<file path="src/rtl/aib_link_seq_if.sv">
// Bundle of the start/enable controls, far-side status inputs and
// near-side/status outputs of the AIB link bring-up sequencer.
// master: register block / channel-array side. slave: the sequencer.
interface aib_link_seq_if #(
  parameter int NumChannels = 6
);
  logic                   i_start;
  logic [NumChannels-1:0] i_chn_en;
  logic [NumChannels-1:0] i_fs_adapter_rstn;
  logic [NumChannels-1:0] i_fs_mac_rdy;
  logic [NumChannels-1:0] i_word_aligned;
  logic [NumChannels-1:0] o_ns_adapter_rstn;
  logic [NumChannels-1:0] o_ns_mac_rdy;
  logic                   o_conf_done;
  logic                   o_busy;
  logic                   o_error;
  logic [NumChannels-1:0] o_fail_mask;
  logic [2:0]             o_state;

  modport master (
    output i_start, i_chn_en, i_fs_adapter_rstn, i_fs_mac_rdy, i_word_aligned,
    input  o_ns_adapter_rstn, o_ns_mac_rdy, o_conf_done, o_busy, o_error,
           o_fail_mask, o_state
  );

  modport slave (
    input  i_start, i_chn_en, i_fs_adapter_rstn, i_fs_mac_rdy, i_word_aligned,
    output o_ns_adapter_rstn, o_ns_mac_rdy, o_conf_done, o_busy, o_error,
           o_fail_mask, o_state
  );
endinterface

</file>
<file path="src/rtl/aib_link_seq.sv">
// Per-channel AIB link bring-up sequencer. Holds near-side adapter reset,
// releases it, raises MAC-ready, and waits for the far side and word
// alignment in each phase under a shared timeout. Watches the link while
// up and reports failing channels.
// Optional feature: define AIB_LINK_SEQ_SYNC_EN to pass the far-side
// status inputs through 2-flop synchronizers (2 cycles of extra latency).
module aib_link_seq #(
  parameter int NumChannels   = 6,
  parameter int WaitCycles    = 64,
  parameter int TimeoutCycles = 4096
) (
  input logic          i_clk,
  input logic          i_rst_n,
  aib_link_seq_if.slave bus
);

  localparam int MaxCycles = (WaitCycles > TimeoutCycles) ? WaitCycles : TimeoutCycles;
  localparam int CntW      = $clog2(MaxCycles) + 1;
  localparam logic [CntW-1:0] WaitLast    = CntW'(WaitCycles - 1);
  localparam logic [CntW-1:0] TimeoutLast = CntW'(TimeoutCycles - 1);
  localparam logic [CntW-1:0] CntMax      = '1;

  typedef enum logic [2:0] {
    IDLE     = 3'd0,
    RST_WAIT = 3'd1,
    ADP_REL  = 3'd2,
    MAC_RDY  = 3'd3,
    DONE     = 3'd4,
    ERROR    = 3'd5
  } state_t;

  state_t                 state_q, state_d;
  logic [NumChannels-1:0] en_q, en_d;
  logic [CntW-1:0]        cnt_q;
  logic                   cnt_clr;
  logic [NumChannels-1:0] ns_rstn_q, ns_rstn_d;
  logic [NumChannels-1:0] ns_mac_q, ns_mac_d;
  logic [NumChannels-1:0] fail_q, fail_d;
  logic                   conf_done_q, conf_done_d;
  logic                   error_q, error_d;
  logic                   busy_q, busy_d;
  logic                   start_ok;

  logic [NumChannels-1:0] fs_rstn;
  logic [NumChannels-1:0] fs_mac;
  logic [NumChannels-1:0] fs_aln;

`ifdef AIB_LINK_SEQ_SYNC_EN
  logic [NumChannels-1:0] fs_rstn_p0, fs_rstn_p1;
  logic [NumChannels-1:0] fs_mac_p0, fs_mac_p1;
  logic [NumChannels-1:0] fs_aln_p0, fs_aln_p1;

  // Two-flop synchronizers for the far-side status inputs
  always_ff @(posedge i_clk or negedge i_rst_n) begin
    if (!i_rst_n) begin
      fs_rstn_p0 <= '0;
      fs_rstn_p1 <= '0;
      fs_mac_p0  <= '0;
      fs_mac_p1  <= '0;
      fs_aln_p0  <= '0;
      fs_aln_p1  <= '0;
    end else begin
      // stage p0: first capture of the asynchronous inputs
      fs_rstn_p0 <= bus.i_fs_adapter_rstn;
      fs_mac_p0  <= bus.i_fs_mac_rdy;
      fs_aln_p0  <= bus.i_word_aligned;
      // stage p1: settled values used by the sequencer
      fs_rstn_p1 <= fs_rstn_p0;
      fs_mac_p1  <= fs_mac_p0;
      fs_aln_p1  <= fs_aln_p0;
    end
  end

  assign fs_rstn = fs_rstn_p1;
  assign fs_mac  = fs_mac_p1;
  assign fs_aln  = fs_aln_p1;
`else
  assign fs_rstn = bus.i_fs_adapter_rstn;
  assign fs_mac  = bus.i_fs_mac_rdy;
  assign fs_aln  = bus.i_word_aligned;
`endif

  assign start_ok = bus.i_start &&
                    (state_q == IDLE || state_q == DONE || state_q == ERROR);

  // Next-state and next-output logic; a start request overrides any phase decision
  always_comb begin
    state_d   = state_q;
    en_d      = en_q;
    cnt_clr   = 1'b0;
    ns_rstn_d = ns_rstn_q;
    ns_mac_d  = ns_mac_q;
    fail_d    = fail_q;

    case (state_q)
      IDLE: ;
      RST_WAIT: begin
        if (cnt_q == WaitLast) begin
          state_d   = ADP_REL;
          cnt_clr   = 1'b1;
          ns_rstn_d = en_q;
        end
      end
      ADP_REL: begin
        if ((fs_rstn & en_q) == en_q) begin
          state_d  = MAC_RDY;
          cnt_clr  = 1'b1;
          ns_mac_d = en_q;
        end else if (cnt_q == TimeoutLast) begin
          state_d = ERROR;
          fail_d  = en_q & ~fs_rstn;
        end
      end
      MAC_RDY: begin
        if ((fs_mac & fs_aln & en_q) == en_q) begin
          state_d = DONE;
        end else if (cnt_q == TimeoutLast) begin
          state_d = ERROR;
          fail_d  = en_q & ~(fs_mac & fs_aln);
        end
      end
      DONE: begin
        if ((en_q & ~(fs_rstn & fs_mac & fs_aln)) != '0) begin
          state_d = ERROR;
          fail_d  = en_q & ~(fs_rstn & fs_mac & fs_aln);
        end
      end
      ERROR: ;
      default: state_d = IDLE;
    endcase

    if (start_ok) begin
      en_d      = bus.i_chn_en;
      fail_d    = '0;
      ns_rstn_d = '0;
      ns_mac_d  = '0;
      cnt_clr   = 1'b1;
      state_d   = (bus.i_chn_en == '0) ? ERROR : RST_WAIT;
    end

    conf_done_d = (state_d == DONE);
    error_d     = (state_d == ERROR);
    busy_d      = (state_d == RST_WAIT) || (state_d == ADP_REL) || (state_d == MAC_RDY);
  end

  // FSM state register
  always_ff @(posedge i_clk or negedge i_rst_n) begin
    if (!i_rst_n) state_q <= IDLE;
    else          state_q <= state_d;
  end

  // Shared phase counter: cleared on phase entry, saturates instead of wrapping
  always_ff @(posedge i_clk or negedge i_rst_n) begin
    if (!i_rst_n)             cnt_q <= '0;
    else if (cnt_clr)         cnt_q <= '0;
    else if (cnt_q != CntMax) cnt_q <= cnt_q + CntW'(1);
  end

  // Registered enable mask and outputs
  always_ff @(posedge i_clk or negedge i_rst_n) begin
    if (!i_rst_n) begin
      en_q        <= '0;
      ns_rstn_q   <= '0;
      ns_mac_q    <= '0;
      fail_q      <= '0;
      conf_done_q <= 1'b0;
      error_q     <= 1'b0;
      busy_q      <= 1'b0;
    end else begin
      en_q        <= en_d;
      ns_rstn_q   <= ns_rstn_d;
      ns_mac_q    <= ns_mac_d;
      fail_q      <= fail_d;
      conf_done_q <= conf_done_d;
      error_q     <= error_d;
      busy_q      <= busy_d;
    end
  end

  assign bus.o_ns_adapter_rstn = ns_rstn_q;
  assign bus.o_ns_mac_rdy      = ns_mac_q;
  assign bus.o_fail_mask       = fail_q;
  assign bus.o_conf_done       = conf_done_q;
  assign bus.o_error           = error_q;
  assign bus.o_busy            = busy_q;
  assign bus.o_state           = state_q;

endmodule

</file>
<file path="src/flat_wrapper.sv">
// flat-port wrapper written by rule: the top's interface ports become plain ports
module aib_link_seq_flat 
#(
  parameter int NumChannels   = 6,
  parameter int WaitCycles    = 64,
  parameter int TimeoutCycles = 4096
)
  (i_clk, i_rst_n, bus_i_start, bus_i_chn_en, bus_i_fs_adapter_rstn, bus_i_fs_mac_rdy, bus_i_word_aligned, bus_o_ns_adapter_rstn, bus_o_ns_mac_rdy, bus_o_conf_done, bus_o_busy, bus_o_error, bus_o_fail_mask, bus_o_state);
  aib_link_seq_if #(.NumChannels(NumChannels)) bus_i ();
  input logic i_clk;
  input logic i_rst_n;
  input wire logic [$bits(bus_i.i_start)-1:0] bus_i_start;
  input wire logic [$bits(bus_i.i_chn_en)-1:0] bus_i_chn_en;
  input wire logic [$bits(bus_i.i_fs_adapter_rstn)-1:0] bus_i_fs_adapter_rstn;
  input wire logic [$bits(bus_i.i_fs_mac_rdy)-1:0] bus_i_fs_mac_rdy;
  input wire logic [$bits(bus_i.i_word_aligned)-1:0] bus_i_word_aligned;
  output wire logic [$bits(bus_i.o_ns_adapter_rstn)-1:0] bus_o_ns_adapter_rstn;
  output wire logic [$bits(bus_i.o_ns_mac_rdy)-1:0] bus_o_ns_mac_rdy;
  output wire logic [$bits(bus_i.o_conf_done)-1:0] bus_o_conf_done;
  output wire logic [$bits(bus_i.o_busy)-1:0] bus_o_busy;
  output wire logic [$bits(bus_i.o_error)-1:0] bus_o_error;
  output wire logic [$bits(bus_i.o_fail_mask)-1:0] bus_o_fail_mask;
  output wire logic [$bits(bus_i.o_state)-1:0] bus_o_state;
  assign bus_i.i_start = bus_i_start;
  assign bus_i.i_chn_en = bus_i_chn_en;
  assign bus_i.i_fs_adapter_rstn = bus_i_fs_adapter_rstn;
  assign bus_i.i_fs_mac_rdy = bus_i_fs_mac_rdy;
  assign bus_i.i_word_aligned = bus_i_word_aligned;
  assign bus_o_ns_adapter_rstn = bus_i.o_ns_adapter_rstn;
  assign bus_o_ns_mac_rdy = bus_i.o_ns_mac_rdy;
  assign bus_o_conf_done = bus_i.o_conf_done;
  assign bus_o_busy = bus_i.o_busy;
  assign bus_o_error = bus_i.o_error;
  assign bus_o_fail_mask = bus_i.o_fail_mask;
  assign bus_o_state = bus_i.o_state;
  aib_link_seq #(.NumChannels(NumChannels), .WaitCycles(WaitCycles), .TimeoutCycles(TimeoutCycles)) u_core (.i_clk(i_clk), .i_rst_n(i_rst_n), .bus(bus_i));
endmodule
</file>
<file path="config.mk">
export PLATFORM = sky130hd
export DESIGN_NAME = aib_link_seq_flat
export DESIGN_NICKNAME = d
export VERILOG_FILES = /design/src/rtl/aib_link_seq_if.sv /design/src/rtl/aib_link_seq.sv /design/src/flat_wrapper.sv
export SDC_FILE = /design/constraint.sdc
export NUM_CORES = 1
export LEC_CHECK = 0
export CELL_PAD_IN_SITES_DETAIL_PLACEMENT = 2
export CELL_PAD_IN_SITES_GLOBAL_PLACEMENT = 2
export CORE_UTILIZATION = 31
export DETAILED_ROUTE_END_ITERATION = 8
export GPL_ROUTABILITY_DRIVEN = 1
export PLACE_DENSITY = 0.85
export RECOVER_POWER = 25
export SETUP_SLACK_MARGIN = 0.15
export SYNTH_ARGS = -nofsm -noshare
export SYNTH_HDL_FRONTEND = slang
export SYNTH_SLANG_ARGS = --single-unit
</file>
<file path="constraint.sdc">
create_clock -name i_clk -period 2.17 [get_ports i_clk]
set_input_delay 0.3255 -clock i_clk [delete_from_list [all_inputs] [get_ports i_clk]]
set_output_delay 0.3255 -clock i_clk [all_outputs]
set_load 0.02 [all_outputs]
</file>
* After elaboration in Yosys (flattened, before gate mapping) *
Cells that the tools add are included.

word-level totals
  RAM bits = 0
  output and inout bits = 24
  input bits = 27
  memory bits (read-only) = 0
  memories = 0
  register bits = 43
  bits in latches = 0
  logic and storage cells = 86

operators by class
  shift-type cells = 0
  bitwise operators = 11
  muxes and demuxes = 27
  div/mod/pow operators = 0
  $add $sub $neg = 1
  $mul = 0
  order comparisons = 0
  equal/unequal tests = 20
  reductions and logical operators = 18

operators by type and width
  kind                   number
  $mux 6                 12
  $and 6x6->6            8
  $mux 13                2
  $mux 3                 7
  $not 6->6              3
  $pmux 6 s3             1
  $pmux 3 s5             1
  $add 13x1->13 const B  1
  $eq 13x12->1 const B   1
  $eq 13x6->1 const B    1
  $ne 13x13->1 const B   1
  $eq 3x2->1 const B     4
  $eq 3x3->1 const B     4
  $eq 6x6->1             2
  $reduce_bool 2->1      5
  $ne 3x2->1 const B     3
  $eq 3x1->1 const B     2
  $logic_not 6->1        1
  $ne 3x1->1 const B     2
  $reduce_and 6->1       1
  $reduce_bool 6->1      1
  $logic_or 1x1->1       4
  $reduce_and 2->1       2
  $reduce_bool 4->1      1
  other kinds (5)        7

* Depth between registers and ports, before layout *
Gate-level depths: netlist of run 1.

  depth in word-level cells = 11
  depth in mapped cells = 8
  mapped depth without buffers = 7

* Least setup slack after synthesis of run 1 *
OpenSTA, ideal clock, no wires.

  path type = register to register
  start = reg u_core.state_q[1] (netlist: u_core.bus.o_state[1])
  end = reg u_core.cnt_q[11]
  buffers on the path = 2
  required time = 2.051 ns
  data arrival time = 1.914 ns
  clock period less this slack = 2.033 ns
  cell stages (with the launch flop) = 7
  setup time = 0.119 ns
  path slack = 0.137 ns
  cell sequence = dfrtp_1 buf_6 or2b_2 nor4_4 or3_4 buf_6 nor2_1

between the ends
  cells in the longest elaborated chain, start to end = 6
  elaborated cells on any way between the ends = 12
  those cells by class = eq/ne (4); mux (3); reduce/logical (5)

ends and longest elaborated chain
  item                                           RTL line             text
  from (decl)                                    aib_link_seq.sv:32   state_t state_q, state_d;
  from (signal assigned)                         aib_link_seq.sv:149  else state_q <= state_d;
  $eq 3x3->1 or $logic_not 3->1 (tied branches)  aib_link_seq.sv:84   (state_q == IDLE || state_q == DONE || state_q == ERROR);
  $logic_or 1x1->1 (2 in series)                 aib_link_seq.sv:84
  $logic_and 1x1->1                              aib_link_seq.sv:83   assign start_ok = bus.i_start &&
  $mux 1 *                                       aib_link_seq.sv:132  if (start_ok) begin
  $mux 13 or $reduce_bool 2->1 (tied branches)   --
  to (signal assigned)                           aib_link_seq.sv:156  else if (cnt_q != CntMax) cnt_q <= cnt_q + CntW'(1);
  to (decl)                                      aib_link_seq.sv:34   logic [CntW-1:0] cnt_q;

Every way passes the cells marked *; elsewhere a longest branch is shown, timed or not.
A chain may end at the register's enable or synchronous reset.

* Worst setup path after layout of run 1 *
  start = reg u_core.cnt_q[6]
  end = reg u_core.cnt_q[12]

between the ends
  cells in the longest elaborated chain, start to end = 5
  elaborated cells on any way between the ends = 9
  those cells by class = add/sub (1); eq/ne (2); mux (5); reduce/logical (1)

ends and longest elaborated chain
  item
  parallel branches: the longest is 5 deep, another holds $add 13x1->13

Parallel ways; which one is timed is not known. The select of a mux whose other input is x is not followed.

==> reports/results.ini, run 1 <==
[timing]
timing.final.ws_setup_ns = 0.01121
fin_crit_sh = 0.9948
max_slew_violation_count = 0
hold_violations = 0
tightest_slew_ns = 1.116
fin_skew_ns = 0.006356
setup_viol_count_final = 0
grt_setup_unrepaired = true
fmax_mhz = 463.2
hold_slack_ns = 0.3016
slew-limit-headroom = 0.2558
layout_min_cycle_time_ns = 2.159
setup-tns-final_ns = 0

[yosys]
synth_cell_type_count = 54
syn-cell-area_um2 = 2359
post_synthesis_register_bit_count = 43
synthesis.nets = 269
seq_area_frac_synth = 0.4562
syn_area_per_cell_um2 = 9.786
syn_inst = 241
synth_edf_count = 0
synthesis.yosys.warnings = 0
async_reset_ff_frac = 1.000
synth_ff_type = sky130_fd_sc_hd__dfrtp_1

[clock_network]
numCtsBuffers = 5
tritoncts = yes
clkSlewWorstSetupHoldPaths_ns = 0.10
clockRootBuffer = sky130_fd_sc_hd__clkbuf_8
insertion_delay_ns = 0.30
cts_hold_repair.buffers = 0
clockBufferDepth = 2
tritoncts_num_sinks = 43
htree_levels = 2

[floorplanning]
initial_utilization = 0.3234
coreArea_um2 = 7292
fp.dieArea_um2 = 7961
fp-row-count = 31
design.portCount = 51
die-height_um = 89.23
die_width_um = 89.23

[setup_path]
path_buf_inv = 1
worstReg2RegEnd = u_core.cnt_q[12]
worst_ep_arrival_time_ns = 2.35
critical-path-slowest-cell = sky130_fd_sc_hd__or4_4
timing.critical_path.slowest_cell_delay_ns = 0.55
critical-path-top-delay-family = simple AND/OR/NAND/NOR gates
critical_path_cell_by_cell = or4_4 -> nor4_4 -> nor3b_4 -> buf_6 -> or3_2 -> a21oi_1
cp.depth = 6
timing.reg2reg.setup_slack_ns = 0.01
reg2reg_depth = 6
crit_required_ns = 2.36
timing.critical_path.from_type = register
setup.worst_path.end_class = register
critPathLaunch = u_core.cnt_q[6]
crit-reg2reg-launch = u_core.cnt_q[6]
crit_type = register to register
cp_max_fo = 8
critical_path.endpoint = u_core.cnt_q[12]

[placed_design]
globalplace.congestion = 0.8456
place.detailed.hpwl_mm = 5.964
dp_slack_ns = -0.2095
placedInstanceArea_um2 = 3146
io_buffer_count = 50

[power]
power.density_nw_per_um2 = 1173
total_power_mw = 4.116
cellLeakagePower_nw = 1.478
vdd_drop_max_v = 0.0004548

[finish]
commonest_non_fill_non_tap_cell_in_the_layout = sky130_fd_sc_hd__clkdlybuf4s50_1
final_area_um2 = 3508
layout.nets = 358
drive_gt1_frac = 0.2689
area_delta_synth_final_pct = 48.75
most_frequent_cells_in_the_layout = sky130_fd_sc_hd__clkdlybuf4s50_1 (45), sky130_fd_sc_hd__dfrtp_1 (40), sky130_fd_sc_hd__nor2_1 (34), sky130_fd_sc_hd__buf_4 (34), sky130_fd_sc_hd__nand2_1 (23)
num_antenna_cells = 0

[routing]
route.vias.total = 2308
drt_pass1_iterations = 4
routed_wl_mm = 9.412
drt_drc_violations_left = 0
via_per_inst = 5.367
route.detailed.wl_per_inst_um = 21.89
detail-route-antenna-nets = 0
drt_first_iter_violations = 65

[global_route]
grt.overflow.total = 0
grt_max_degree = 44
grt_util_all_layers = 0.2397
first_pass_grt_wire_length_mm = 13.81
number_of_antenna_violations_at_the_first_check_in_global_routing = 0
grt_pass1_vias = 2594

[job]
maxCapViolations = 0

[worst_hold_path]
min-delay-path-class = input pin to async pin

[outcome]
run_status = complete, no violations

## through the flow
step,cells,util
final,430,0.4811
after global placement,413,0.4314
after global routing,430,0.4811
after floorplan,241,-
after CTS,426,0.4635
after detailed placement,413,0.4314
## repair_timing
action / 4_1_cts / 5_1_grt
pin swaps: 16 / 3
cloned: 1 / 0
setup endpoints to repair: 28 / 36
resized for setup: 16 / 26
setup buffers: 4 / 4
## metal layers
metal  vias up  wire [um]  global-route usage
met3        26        193             0.02862
met4         0        370              0.1025
li1       1035          -                   -
met1      1190       3778              0.2713
met2        57       5070              0.4518
met5         -          0                   0
## report_power, final
part           switching, mW  total, mW  internal [mW]
Clock                  0.320      0.669          0.350
Combinational           1.13       2.10          0.969
Sequential             0.292       1.34           1.05
Total                   1.75       4.12           2.37
## cells in the mapped netlist (2+ instances only)
master | number | area (um2)
sky130_fd_sc_hd__nor4b_2 | 2 | 30.03
sky130_fd_sc_hd__nand2_1 | 24 | 90.09
sky130_fd_sc_hd__o21ai_0 | 9 | 45.04
sky130_fd_sc_hd__o211ai_1 | 3 | 22.52
sky130_fd_sc_hd__clkbuf_1 | 3 | 11.26
sky130_fd_sc_hd__nand3_1 | 8 | 40.04
sky130_fd_sc_hd__nand4_1 | 4 | 25.02
sky130_fd_sc_hd__buf_6 | 3 | 33.78
sky130_fd_sc_hd__a21oi_1 | 8 | 40.04
sky130_fd_sc_hd__nand2b_1 | 4 | 25.02
sky130_fd_sc_hd__dfrtp_1 | 43 | 1076
sky130_fd_sc_hd__nor4_2 | 3 | 37.54
sky130_fd_sc_hd__o41ai_1 | 2 | 17.52
sky130_fd_sc_hd__mux2i_1 | 16 | 160.2
sky130_fd_sc_hd__o31ai_1 | 2 | 15.01
sky130_fd_sc_hd__a211oi_1 | 2 | 15.01
sky130_fd_sc_hd__a21boi_0 | 4 | 30.03
sky130_fd_sc_hd__inv_1 | 11 | 41.29
sky130_fd_sc_hd__o32ai_1 | 3 | 26.28
sky130_fd_sc_hd__or4_1 | 2 | 15.01
sky130_fd_sc_hd__nor3_1 | 5 | 25.02
sky130_fd_sc_hd__nor2_1 | 40 | 150.1
sky130_fd_sc_hd__xnor2_1 | 8 | 70.07
sky130_fd_sc_hd__xor2_1 | 2 | 17.52
## worst min-delay path by stage
| stage | to | slack, ns | depth (start not counted) |
|---|---|---|---|
| floorplan | u_core.bus.o_busy | 0.03 | 0 |
| global placement | u_core.bus.o_ns_adapter_rstn[0] | 0.44 | 2 |
| detailed placement | u_core.bus.o_ns_adapter_rstn[2] | 0.45 | 2 |
| CTS | u_core.bus.o_ns_adapter_rstn[2] | 0.10 | 2 |
| global route | u_core.bus.o_ns_adapter_rstn[2] | 0.38 | 2 |
| finish | u_core.bus.o_ns_adapter_rstn[2] | 0.30 | 2 |
## sequential cells by signal, indices dropped and copies added (netlist names), 3 cells and up
| register | flops |
|---|---|
| u_core.cnt_q | 13 |
| u_core.bus.o_state | 3 |
| u_core.en_q | 6 |
| u_core.bus.o_ns_mac_rdy | 6 |
| u_core.bus.o_fail_mask | 6 |
| u_core.bus.o_ns_adapter_rstn | 6 |
## worst register-to-register path, delay by kind of cell, from the launching register on
kind | cells | cell delay, ns
AND/OR/NAND/NOR | 4 | 1.37
flip-flops | 1 | 0.40
buffers and inverters | 1 | 0.20
AO/OA/AOI/OAI | 1 | 0.08
## kinds of logic (layout without fill, tap and decap cells)
logic type      after synthesis  count (layout)  share of synthesized area
simple gates                108             109                     0.2483
compound gates               44              44                     0.1395
flops                        43              43                     0.4562
buf+inv                      19             108                    0.04562
mux                          16              16                    0.06790
xor+xnor                     10              10                    0.03714
fa+ha+maj                     1               1                   0.005304
## layout make-up
type,instances,area (um2)
clock buffer,5,68.82
sequential,43,1080
multi-input combinational,180,1336
tap,99,123.9
fill,793,3784
inverter,11,41.29
timing repair buffer,89,810.8
clock inverter,3,47.55
Power figures use the tool's default switching activity.
==> inputs of run 2 (changes only) <==
CORE_MARGIN = 5   (was default)
==> run 2 against run 1 <==
Net effect: the run now ends with negative setup slack left; final cell count increased by 0.70%; via count is 1.6% higher; hold slack better by 0.20 ns; clock power is 17% lower; global-route usage is 4.3 points lower; sequential cell count unchanged; setup slack worse by 0.068 ns; largest cell class unchanged.
==> reports/results.ini, run 2 (synthesized netlist as in run 1, its figures left out) <==
[finish]
final_area_um2 = 3585  ; was 3508 um2
largest_register_ffs = 13  ; unchanged
layout.cells.non_filler = 433  ; was 430
num_antenna_cells = 0  ; unchanged
max_flop_register = u_core.cnt_q  ; unchanged
area_delta_synth_final_pct = 51.99  ; was 48.75%
layout.nets = 361  ; was 358
drive_gt1_frac = 0.2964  ; was 0.2689
most_frequent_cells_in_the_layout = sky130_fd_sc_hd__clkdlybuf4s50_1 (43), sky130_fd_sc_hd__dfrtp_1 (39), sky130_fd_sc_hd__buf_4 (36)  ; was sky130_fd_sc_hd__clkdlybuf4s50_1 (45), sky130_fd_sc_hd__dfrtp_1 (40), sky130_fd_sc_hd__nor2_1 (34), sky130_fd_sc_hd__buf_4 (34), sky130_fd_sc_hd__nand2_1 (23)
commonest_non_fill_non_tap_cell_in_the_layout = sky130_fd_sc_hd__clkdlybuf4s50_1  ; unchanged

[timing]
grt_setup_unrepaired = true  ; unchanged
layout_min_cycle_time_ns = 2.227  ; was 2.159 ns
hold_slack_ns = 0.5034  ; was 0.3016 ns
setup-tns-final_ns = -0.1316  ; was 0 ns
setup_viol_count_final = 4  ; was 0
timing.final.ws_setup_ns = -0.05675  ; was 0.01121 ns
fin_skew_ns = 0.01198  ; was 0.006356 ns
max_slew_violation_count = 0  ; unchanged
tightest_slew_ns = 1.191  ; was 1.116 ns
slew-limit-headroom = 0.2062  ; was 0.2558
fin_crit_sh = 1.026  ; was 0.9948
fmax_mhz = 449.1  ; was 463.2 MHz
hold_violations = 0  ; unchanged

[worst_hold_path]
worst_hold_path.num_cells = 4
min-delay-path-class = input pin to register  ; was input pin to async pin

[routing]
drt_drc_violations_left = 0  ; unchanged
route.detailed.wl_per_inst_um = 24.16  ; was 21.89 um
via_per_inst = 5.418  ; was 5.367
drt_first_iter_violations = 80  ; was 65
detail-route-antenna-nets = 0  ; unchanged
route.vias.total = 2346  ; was 2308
routed_wl_mm = 10.46  ; was 9.412 mm
drt_pass1_iterations = 4  ; unchanged

[power]
power_share_of_the_sequential_group = 0.334  ; was 0.327
total_power_mw = 4.120  ; was 4.116 mW
vdd_drop_max_v = 0.0004350  ; was 0.0004548 V
clock_network_fraction_of_total_power = 0.135  ; was 0.163
power.density_nw_per_um2 = 1149  ; was 1173 nW/um2
cell_internal_pwr_mw = 2.246  ; was 2.370 mW
total_switching_power_mw = 1.873  ; was 1.746 mW
cellLeakagePower_nw = 1.524  ; was 1.478 nW
sw_frac_of_total = 0.4547  ; was 0.4242
share_comb_of_total_power = 0.531  ; was 0.511

[outcome]
failing_checks = negative setup slack
run_status = finished with violations  ; was complete, no violations

[clock_network]
tritoncts_num_sinks = 43  ; unchanged
htree_levels = 2  ; unchanged
clkSlewWorstSetupHoldPaths_ns = 0.10  ; about the same
insertion_delay_ns = 0.31  ; was 0.30 ns
tritoncts = yes  ; unchanged
numCtsBuffers = 5  ; unchanged
clockRootBuffer = sky130_fd_sc_hd__clkbuf_8  ; unchanged
clockBufferDepth = 2  ; unchanged

[setup_path]
cp_max_fo = 6  ; was 8
reg2reg_depth = 7  ; was 6
timing.critical_path.from_type = register  ; unchanged
worst_ep_arrival_time_ns = 2.43  ; was 2.35 ns
crit_type = register to register  ; unchanged
crit_required_ns = 2.37  ; was 2.36 ns
setup.worst_path.end_class = register  ; unchanged

[floorplanning]
coreArea_um2 = 7331  ; was 7292 um2
die_width_um = 97.23  ; was 89.23 um
die-height_um = 97.23  ; was 89.23 um
initial_utilization = 0.3217  ; was 0.3234
fp-row-count = 31  ; unchanged
fp.dieArea_um2 = 9453  ; was 7961 um2
design.portCount = 51  ; unchanged

[placed_design]
globalplace.congestion = 0.8178  ; was 0.8456
placedInstanceArea_um2 = 3163  ; was 3146 um2
post-place-cells = 412  ; was 413
place.detailed.hpwl_mm = 6.317  ; was 5.964 mm
io_buffer_count = 50  ; unchanged

[global_route]
grt_util_all_layers = 0.1969  ; was 0.2397
number_of_antenna_violations_at_the_first_check_in_global_routing = 0  ; unchanged
grt_pass1_vias = 2622  ; was 2594
first_pass_grt_wire_length_mm = 14.81  ; was 13.81 mm
grt_max_degree = 24  ; was 44
grt.overflow.total = 0  ; unchanged

[job]
maxCapViolations = 0  ; unchanged

-- run 2: power by group through the flow --
stage | Clock, mW | Combinational [mW] | Sequential [mW]
after floorplan | 0 | 0.832 | 1.39
after global placement | 0 | 1.54 | 1.34
final | 0.556 | 2.19 | 1.38
after CTS | 0.562 | 1.88 | 1.34
after detailed placement | 0 | 1.63 | 1.36
after global routing | 0.601 | 2.31 | 1.41
-- run 2: metal layers --
layer	vias up	track usage	wire length (um)
met5	-	0	0
met4	0	0.05218	181
met3	14	0.02656	315
met2	62	0.3482	5626
met1	1229	0.2519	4340
li1	1041	-	-
-- run 2: what timing repair did --
| item | 4_1_cts | 5_1_grt |
|---|---|---|
| setup endpoints to repair | 33 | 36 |
| buffers inserted | 6 | 6 |
| pin swaps | 6 | 17 |
| resized for setup | 15 | 38 |
| hold endpoints to repair | 19 | 0 |
| hold buffers | 1 | 0 |
-- run 2: critical path, cell delays in order, from the launching register on --
cell,delay (ns)
sky130_fd_sc_hd__dfrtp_1,0.39
sky130_fd_sc_hd__or4_4,0.55
sky130_fd_sc_hd__nor4_4,0.31
sky130_fd_sc_hd__nor3b_2,0.21
sky130_fd_sc_hd__buf_4,0.17
sky130_fd_sc_hd__buf_12,0.13
sky130_fd_sc_hd__mux2i_1,0.28
sky130_fd_sc_hd__nor2_1,0.08
-- run 2: area by class of cell --
| class | count | area (um2) |
|---|---|---|
| fill | 745 | 3746 |
| multi-input combinational | 179 | 1375 |
| sequential | 43 | 1081 |
| timing repair buffer | 93 | 870.8 |
| tap | 99 | 123.9 |
| clock buffer | 5 | 68.82 |
| inverter | 11 | 41.29 |
| clock inverter | 3 | 23.77 |
-- run 2: through the flow --
step / setup WS, ns / util
floorplan: 0.1759 / -
global placement: -0.1744 / 0.4315
detailed placement: -0.4536 / 0.4315
CTS: 0.09139 / 0.4625
global route: -0.1045 / 0.4890
finish: -0.05675 / 0.4890
-- run 2: worst paths after layout --
path	slack, ns	startpoint	to
setup / recovery	-0.06	u_core.bus.o_state[2]	u_core.bus.o_ns_adapter_rstn[4]
hold / removal	0.50	bus_i_word_aligned[1]	u_core.bus.o_fail_mask[1]
setup reg to reg	-0.06	u_core.bus.o_state[2]	u_core.bus.o_ns_adapter_rstn[4]
hold reg to reg	0.54	u_core.bus.o_ns_mac_rdy[2]	u_core.bus.o_ns_mac_rdy[2]
max in group asynchronous	0.29	i_rst_n	u_core.bus.o_state[1]
min in group asynchronous	0.77	i_rst_n	u_core.bus.o_ns_mac_rdy[0]
